File: config.mk
export PLATFORM = sky130hd
export DESIGN_NAME = burst_mem_arbiter
export DESIGN_NICKNAME = d
export VERILOG_FILES = /design/src/rtl/burst_mem_arbiter.sv
export SDC_FILE = /design/constraint.sdc
export NUM_CORES = 1
export LEC_CHECK = 0
export CAP_MARGIN = 20
export CORE_AREA = 3 3 391 393
export CTS_BUF_LIST = sky130_fd_sc_hd__clkbuf_8
export CTS_CLUSTER_SIZE = 30
export DETAILED_ROUTE_END_ITERATION = 7
export DIE_AREA = 0 0 394 396
export GPL_ROUTABILITY_DRIVEN = 1
export GPL_TIMING_DRIVEN = 0
export MAX_ROUTING_LAYER = met4
export PLACE_DENSITY = 0.47
export SETUP_SLACK_MARGIN = 0.3
export SYNTH_ARGS = -nofsm -noshare
export SYNTH_HDL_FRONTEND = slang
export SYNTH_SLANG_ARGS = --single-unit
File: constraint.sdc
create_clock -name clk -period 8.2 [get_ports clk]
set_clock_uncertainty 0.2 [all_clocks]
set_input_delay 0.82 -clock clk [delete_from_list [all_inputs] [get_ports clk]]
set_output_delay 0.82 -clock clk [all_outputs]
set_load 0.005 [all_outputs]
File: src/rtl/burst_mem_arbiter.sv
// Arbitrates 256-bit cacheline transactions from the split L1 caches onto a
// single 64-bit burst-memory port, four beats per line.
module burst_mem_arbiter #(
    parameter int LINE_WIDTH  = 256,
    parameter int BURST_WIDTH = 64,
    parameter int ADDR_WIDTH  = 32
) (
    input  logic                   clk,
    input  logic                   rst,
    input  logic                   i_read,
    input  logic [ADDR_WIDTH-1:0]  i_addr,
    output logic [LINE_WIDTH-1:0]  i_rdata,
    output logic                   i_resp,
    input  logic                   d_read,
    input  logic                   d_write,
    input  logic [ADDR_WIDTH-1:0]  d_addr,
    input  logic [LINE_WIDTH-1:0]  d_wdata,
    output logic [LINE_WIDTH-1:0]  d_rdata,
    output logic                   d_resp,
    output logic                   mem_read,
    output logic                   mem_write,
    output logic [ADDR_WIDTH-1:0]  mem_addr,
    output logic [BURST_WIDTH-1:0] mem_wdata,
    input  logic [BURST_WIDTH-1:0] mem_rdata,
    input  logic                   mem_resp
);

    localparam int BEATS = LINE_WIDTH / BURST_WIDTH;
    localparam int CNT_W = (BEATS > 1) ? $clog2(BEATS) : 1;
    localparam logic [ADDR_WIDTH-1:0] LINE_MASK = ADDR_WIDTH'(LINE_WIDTH / 8 - 1);
    localparam logic [CNT_W-1:0] LAST_BEAT = CNT_W'(BEATS - 1);

    typedef enum logic [1:0] {IDLE, READ, WRITE, DONE} state_t;

    state_t                state_q, state_d;
    logic [CNT_W-1:0]      cnt_q, cnt_d;
    logic [LINE_WIDTH-1:0] line_q, line_d;
    logic [ADDR_WIDTH-1:0] addr_q, addr_d;
    logic                  own_d_q, own_d_d;   // 1 = dcache owns the transaction
    logic                  d_req;
    logic [ADDR_WIDTH-1:0] sel_addr;

    assign d_req    = d_write | d_read;
    assign sel_addr = d_req ? d_addr : i_addr;
    assign i_rdata  = line_q;
    assign d_rdata  = line_q;

    always_ff @(posedge clk or posedge rst) begin
        if (rst) begin
            state_q <= IDLE;
            cnt_q   <= '0;
            line_q  <= '0;
            addr_q  <= '0;
            own_d_q <= 1'b1;
        end else begin
            state_q <= state_d;
            cnt_q   <= cnt_d;
            line_q  <= line_d;
            addr_q  <= addr_d;
            own_d_q <= own_d_d;
        end
    end

    always_comb begin
        state_d   = state_q;
        cnt_d     = cnt_q;
        line_d    = line_q;
        addr_d    = addr_q;
        own_d_d   = own_d_q;
        mem_read  = 1'b0;
        mem_write = 1'b0;
        mem_addr  = '0;
        mem_wdata = '0;
        i_resp    = 1'b0;
        d_resp    = 1'b0;

        unique case (state_q)
            IDLE: begin
                // Fixed priority: d_write > d_read > i_read
                if (d_req || i_read) begin
                    own_d_d = d_req;
                    addr_d  = sel_addr & ~LINE_MASK;
                    cnt_d   = '0;
                    if (d_write) begin
                        line_d  = d_wdata;
                        state_d = WRITE;
                    end else begin
                        state_d = READ;
                    end
                end
            end
            READ: begin
                mem_read = 1'b1;
                mem_addr = addr_q;
                if (mem_resp) begin
                    line_d[BURST_WIDTH*int'(cnt_q) +: BURST_WIDTH] = mem_rdata;
                    cnt_d = cnt_q + CNT_W'(1);
                    if (cnt_q == LAST_BEAT) state_d = DONE;
                end
            end
            WRITE: begin
                mem_write = 1'b1;
                mem_addr  = addr_q;
                mem_wdata = line_q[BURST_WIDTH*int'(cnt_q) +: BURST_WIDTH];
                if (mem_resp) begin
                    cnt_d = cnt_q + CNT_W'(1);
                    if (cnt_q == LAST_BEAT) state_d = DONE;
                end
            end
            DONE: begin
                i_resp  = ~own_d_q;
                d_resp  = own_d_q;
                state_d = IDLE;
            end
            default: state_d = IDLE;
        endcase
    end

endmodule

==> metrics.txt, run 1 <==
status=complete, no violations; area grow syn2layout=71.9%; Hold Vio Cnt, Final=0; final period utilization=0.568; 1st-iter DRT viols=roughly 1400; YS warnings=0; non-filler cells, final=about 4800; Clock Latency Late Sink=approximately 700 ps; aggregate global routing overflow=0; postcts setup bufs=0; DR vias=around 19000; final non-filler cell area=about 33000 um^2; minimum clock period=4660 ps; Routed WL=between 150 and 200 mm; routed len/inst=roughly 33 um; Mapped Cells=between 1500 and 2000; hold depth=2; wire length on met1=between 60 and 70 mm; antenna violations before repair=49; Die Ht=396 um; Worst Reg-to-Reg Cells=10; Setup crit end kind=output port; dominant cells by area after synthesis=dfrtp_1 (37%), buf_4 (10%), mux2_2 (9.9%), mux4_2 (7.4%), a41o_1 (6.6%); Avg Vias per Cell=4.04; FMAX=215 MHz; highest ir drop seen on vdd=between 0.0001 and 0.00015 V; sequential fraction of the synthesis area=0.370; Post-Syn Area=19500 um^2; reg-to-reg slack, setup=between 3000 and 4000 ps; pin count of the biggest net entering global routing=37; WL met2=approximately 78 mm; area post-placement=32100 um^2; top-area cell type share of the netlist area=0.369; Synth Register Bits=about 290; die area=around 160000 um^2; FF-to-FF Start=cnt_q[0]; power per standard cell area=roughly 440 nW/um^2; RR Endpoint=d_rdata[201]; Hold WC Path Type=reg2reg; post-layout util=0.223; DR DRC count=0; H-tree level count=2; Static Leak=13.9 nW; Final nets=approximately 3100; # clock sinks=~290; Placed Cells=4671; max-slew violations=0; dpl ws=between 3000 and 4000 ps; HP Start=own_d_q; highest metal used=met4; Clock Path Buffers=3; worst slew pin tran=1100 ps; Port Buffer Count=a little under 1000; Die X=roughly 390 um; hpwl dp=131 mm; Critical Path Fanout Max=10; Critical Path Source Type=flip-flop; met3 WL=between 10 and 15 mm; relative slew slack=0.270; required time worst endpoint=slightly above 7000 ps; max_cap viols=0; RSZ-0062 raised after global routing=no; first drt pass iteration count=5; Num CTS Buffers=60; number of top-level pins=~1000; first-pass GRT wire length=around 210 mm; synth unique cells=41; antenna viol nets, final=0; vias in the first global route=between 15000 and 20000; Worst Path Arrival=around 3600 ps; CTS Hold Bufs=0; Initial Utilization=0.130; setup TNS=0 ps; # resized after CTS=0; GR Util All Layers=0.203; CTS tree=done; Final WS setup=3540 ps; post-synth top area cell=dfrtp_1; FP Rows=142; Mean Syn Cell Area=approximately 12 um^2; Clock Pin Slew Worst Setup and Hold Paths=60 ps; core area=between 100000 and 150000 um^2; gp weighted congestion=0.889; worst hold endpoint=own_d_q; final setup vio count=0; Crit Path Class=reg2out; Clock Tree Root=clkbuf_8; layout cell share with drive strength beyond 1=0.267
## cell type report
type / count / area [um^2]
Antenna cell: 35 / 87.6
Sequential cell: 288 / 7210
Clock buffer: 74 / 1020
Multi-Input combinational cell: 931 / 9330
Timing Repair Buffer: 994 / 10100
Buffer: 421 / 2870
Fill cell: 16400 / 116000
Inverter: 21 / 82.6
Clock inverter: 34 / 273
Tap cell: 2016 / 2520
## worst max-delay path: stages, from the launching register on
cell             delay, ps
dfrtp_1                400
buf_6                  210
buf_2                  640
buf_2                  550
mux4_2                 430
and2_1                 190
clkdlybuf4s50_1        500
## synth_stat cells (all sizes together)
cell type,n
nand2,36
o311ai,1
mux4,64
dfstp,1
dfrtp,287
conb,1
a221oi,1
inv,21
o21ai,29
a21o,1
clkbuf,66
nor2,4
o31ai,1
o21bai,1
buf,355
ha,9
nor2b,134
a21oi,5
a41o,128
o22ai,1
and3b,1
mux2,241
a32oi,15
mux2i,43
and2,93
a211oi,1
nand3,1
nand3b,1
o2bb2ai,1
a32o,113
nor4b,1
## routing by layer
layer	global-route usage	vias to the layer above
met1	0.250	10200
met4	0.0481	0
met2	0.338	994
li1	-	8139
met5	-	-
met3	0.0465	150
## flip-flops by register name, summed over array words and instances, names as in the netlist
| register | cells |
|---|---|
| own_d_q | 1 |
| d_rdata | 256 |
| cnt_q | 2 |
| addr_q | 27 |
| state_q | 2 |
## how the worst max path moves through the flow
stage                    start  cells after the start  slack, ps             to
floorplan                  rst                      1       3360     addr_q[10]
global placement           rst                      2        150   d_rdata[159]
detailed placement    cnt_q[0]                     10       3610   d_rdata[201]
CTS                 state_q[0]                      6       3160  mem_wdata[58]
global route        state_q[0]                      6       3270  mem_wdata[58]
finish                cnt_q[0]                      6       3540  mem_wdata[45]
## cell usage in the layout, fill, tap and decap left out, types with 4 or more instances in the layout
master	instances
dfrtp_1	287
mux2i_1	42
buf_4	266
mux2_4	45
clkbuf_2	4
clkdlybuf4s50_1	983
mux4_2	64
buf_12	9
buf_1	6
clkbuf_8	74
clkinv_2	5
conb_1	5
a32oi_1	15
bufinv_16	5
buf_6	29
diode_2	35
inv_1	42
nand2_1	36
a41o_1	128
clkbuf_1	62
o21ai_0	28
nor2b_1	134
and2_1	93
mux2_2	171
mux2_1	25
buf_2	54
a32o_1	113
ha_1	9
## report_power, final
part           internal [W]  switching (W)  leakage, nW  total (W)
combinational       0.00536        0.00428         9.62    0.00965
clock              0.000963       0.000770        0.740    0.00173
sequential          0.00215        0.00136         3.52    0.00351
## cells by family after synthesis
family,after synthesis,synth area share
adder cells (fa/ha/maj),9,0.00578
multiplexers,348,0.245
buffers and inverters,442,0.151
AND/OR/NAND/NOR,271,0.0826
other,1,0.000193
AO/OA/AOI/OAI,298,0.145
flip-flops,288,0.370
## per-stage QoR
| step | power (W) | hold slack [ps] |
|---|---|---|
| after detailed placement | 0.0133 | 262 |
| after global routing | 0.0156 | 257 |
| after CTS | 0.0151 | 191 |
| after global placement | 0.0132 | 257 |
| final | 0.0149 | 270 |
| after floorplan | 0.00699 | 240 |
Note: power is estimated with default switching activity, not from simulation.
==> run 2, diff against run 1 <==
--- a/config.mk
+++ b/config.mk
@@ -14,7 +14,7 @@
 export GPL_ROUTABILITY_DRIVEN = 1
 export GPL_TIMING_DRIVEN = 0
 export MAX_ROUTING_LAYER = met4
-export PLACE_DENSITY = 0.47
+export PLACE_DENSITY = 0.46
 export SETUP_SLACK_MARGIN = 0.3
 export SYNTH_ARGS = -nofsm -noshare
 export SYNTH_HDL_FRONTEND = slang
==> constraint.sdc (replaced) <==
create_clock -name clk -period 4.9 [get_ports clk]
set_clock_uncertainty 0.2 [all_clocks]
set_input_delay 0.49 -clock clk [delete_from_list [all_inputs] [get_ports clk]]
set_output_delay 0.49 -clock clk [all_outputs]
set_load 0.005 [all_outputs]
==> run 2 against run 1 <==
Against the previous run: core utilization increased by 0.15 points; register-to-register slack got worse by 2900 ps; sequential share of layout area decreased by 0.15 points; via count decreased by 0.11%; cell area increased by 0.68%; power increased by 68%; worst hold slack got worse by 44 ps; final cell count increased by 0.50%; wire length decreased by 1.5%; count of clock-buffer cells in the layout increased by 11; largest power group unchanged; highest routed layer unchanged.
==> metrics.txt, run 2 (synthesis gave the netlist of run 1 again) <==
power per standard cell area=741 nW/um^2 (was 445 nW/um^2); Worst Path Arrival=3500 ps (was 3640 ps); Setup crit end kind=output port (unchanged); Hold WC Path Type=in2reg (was reg2reg); core area=150000 um^2 (unchanged); Clock Latency Late Sink=710 ps (was 680 ps); aggregate global routing overflow=0 (unchanged); Routed WL=158 mm (was 160 mm); die area=156000 um^2 (unchanged); reg-to-reg slack, setup=860 ps (was 3760 ps); CTS tree=done (unchanged); Clock Pin Slew Worst Setup and Hold Paths=60 ps (about the same); area grow syn2layout=73.1% (was 71.9%); commonest non-fill, non-tap cell in the layout=clkdlybuf4s50_1 (unchanged); routed len/inst=32.6 um (was 33.3 um); # clock sinks=288 (unchanged); non-filler cells, final=4838 (was 4814); status=complete, no violations (unchanged); max_cap viols=0 (unchanged); required time worst endpoint=4210 ps (was 7180 ps); H-tree level count=3 (was 2); max FFs per register=256 (unchanged); relative slew slack=0.297 (was 0.270); gp weighted congestion=0.870 (was 0.889); max-slew violations=0 (unchanged); Critical Path Source Type=flip-flop (unchanged); most frequent cells in the layout=clkdlybuf4s50_1 (983), dfrtp_1 (287), buf_4 (267) (was clkdlybuf4s50_1 (983), dfrtp_1 (287), buf_4 (266)); RSZ-0062 raised after global routing=no (unchanged); antenna violations before repair=50 (was 49); pin count of the biggest net entering global routing=37 (unchanged); hpwl dp=129 mm (was 131 mm); Final WS setup=712 ps (was 3540 ps); Die Ht=396 um (unchanged); Final nets=3129 (was 3116); minimum clock period=approximately 4200 ps; Die X=394 um (unchanged); Port Buffer Count=983 (unchanged); Critical Path Fanout Max=12 (was 10); antenna viol nets, final=0 (unchanged); FMAX=about 240 MHz; dpl ws=466 ps (was 3610 ps); DR DRC count=0 (unchanged); postcts setup bufs=0 (unchanged); Initial Utilization=0.130 (unchanged); vias in the first global route=20000 (was 19900); number of top-level pins=1002 (unchanged); final setup vio count=0 (unchanged); GR Util All Layers=0.201 (was 0.203); DR vias=19400 (about the same); Clock Tree Root=clkbuf_8 (unchanged); Hold Worst Slack=226 ps (was 270 ps); first-pass GRT wire length=204 mm (was 206 mm); Static Leak=14.0 nW (was 13.9 nW); first drt pass iteration count=5 (unchanged); worst slew pin tran=1050 ps (was 1100 ps); highest ir drop seen on vdd=0.000308 V (was 0.000146 V); 1st-iter DRT viols=1268 (was 1407); Hold Vio Cnt, Final=0 (unchanged); FP Rows=142 (unchanged); Placed Cells=4672 (was 4671); Crit Path Class=reg2out (unchanged); Avg Vias per Cell=4.01 (was 4.04); Num CTS Buffers=67 (was 60); final period utilization=0.855; layout cell share with drive strength beyond 1=0.271 (was 0.267); Clock Path Buffers=3 (unchanged)
==> run 2: changes by cell type in the layout (fill, tap and decap cells not counted), sizes merged <==
cell / delta
clkbuf: +11
bufinv: -1
clkinvlp: -1
diode: +8
buf: +1
inv: +1
dlygate4sd3: +5
==> run 2: final timing paths <==
path / from / endpoint / cells past startpoint
setup / recovery: cnt_q[1] / mem_wdata[20] / 5
hold / removal: i_addr[12] / addr_q[12] / 3
setup reg to reg: cnt_q[0] / d_rdata[227] / 10
hold reg to reg: own_d_q / own_d_q / 2
max in group asynchronous: rst / d_rdata[168] / 6
min in group asynchronous: rst / d_rdata[194] / 3
==> run 2: what timing repair did <==
item / 4_1_cts / 5_1_grt
setup endpoints to repair: 2 / 0
endpoints found under the hold margin: 20 / 0
gates resized for setup: 1 / 0
hold buffers: 5 / 0
==> run 2: layout make-up <==
class | count | area [um^2]
multi-input cells | 931 | 9330
inverters | 21 | 82.6
clock buffers | 85 | 1170
diodes | 43 | 108
fillers | 16400 | 116000
well taps | 2016 | 2520
repair buffers | 1000 | 10100
plain buffers | 421 | 2870
clock inverters | 33 | 275
flip-flops and latches | 288 | 7210
==> run 2: critical path, stage by stage (launching register included) <==
cell and delay (ps):
dfrtp_1 380, buf_4 400, buf_2 540, mux4_2 650, and2_1 190, clkdlybuf4s50_1 580
==> run 2: routing by layer <==
layer  share of wire  track usage
met5               0            -
met4           0.020       0.0438
met3           0.071       0.0523
met2            0.49        0.335
met1            0.42        0.244
==> run 2: power breakdown <==
group	internal, W	switching, W
registers	0.00360	0.00218
logic	0.00898	0.00705
clock network	0.00178	0.00139
total	0.0144	0.0106
==> run 2: stage by stage <==
| step | setup TNS (ps) | total power, W | instance area (um^2) | utilization |
|---|---|---|---|---|
| 4_1_cts | 0 | 0.0255 | 33600 | 0.224 |
| 3_5_place_dp | 0 | 0.0221 | 32100 | 0.214 |
| 2_1_floorplan | 0 | 0.0117 | 19500 | - |
| 3_3_place_gp | -843580 | 0.0220 | 31800 | 0.213 |
| 6_report | 0 | 0.0250 | 33700 | 0.225 |
| 5_1_grt | 0 | 0.0262 | 33700 | 0.225 |
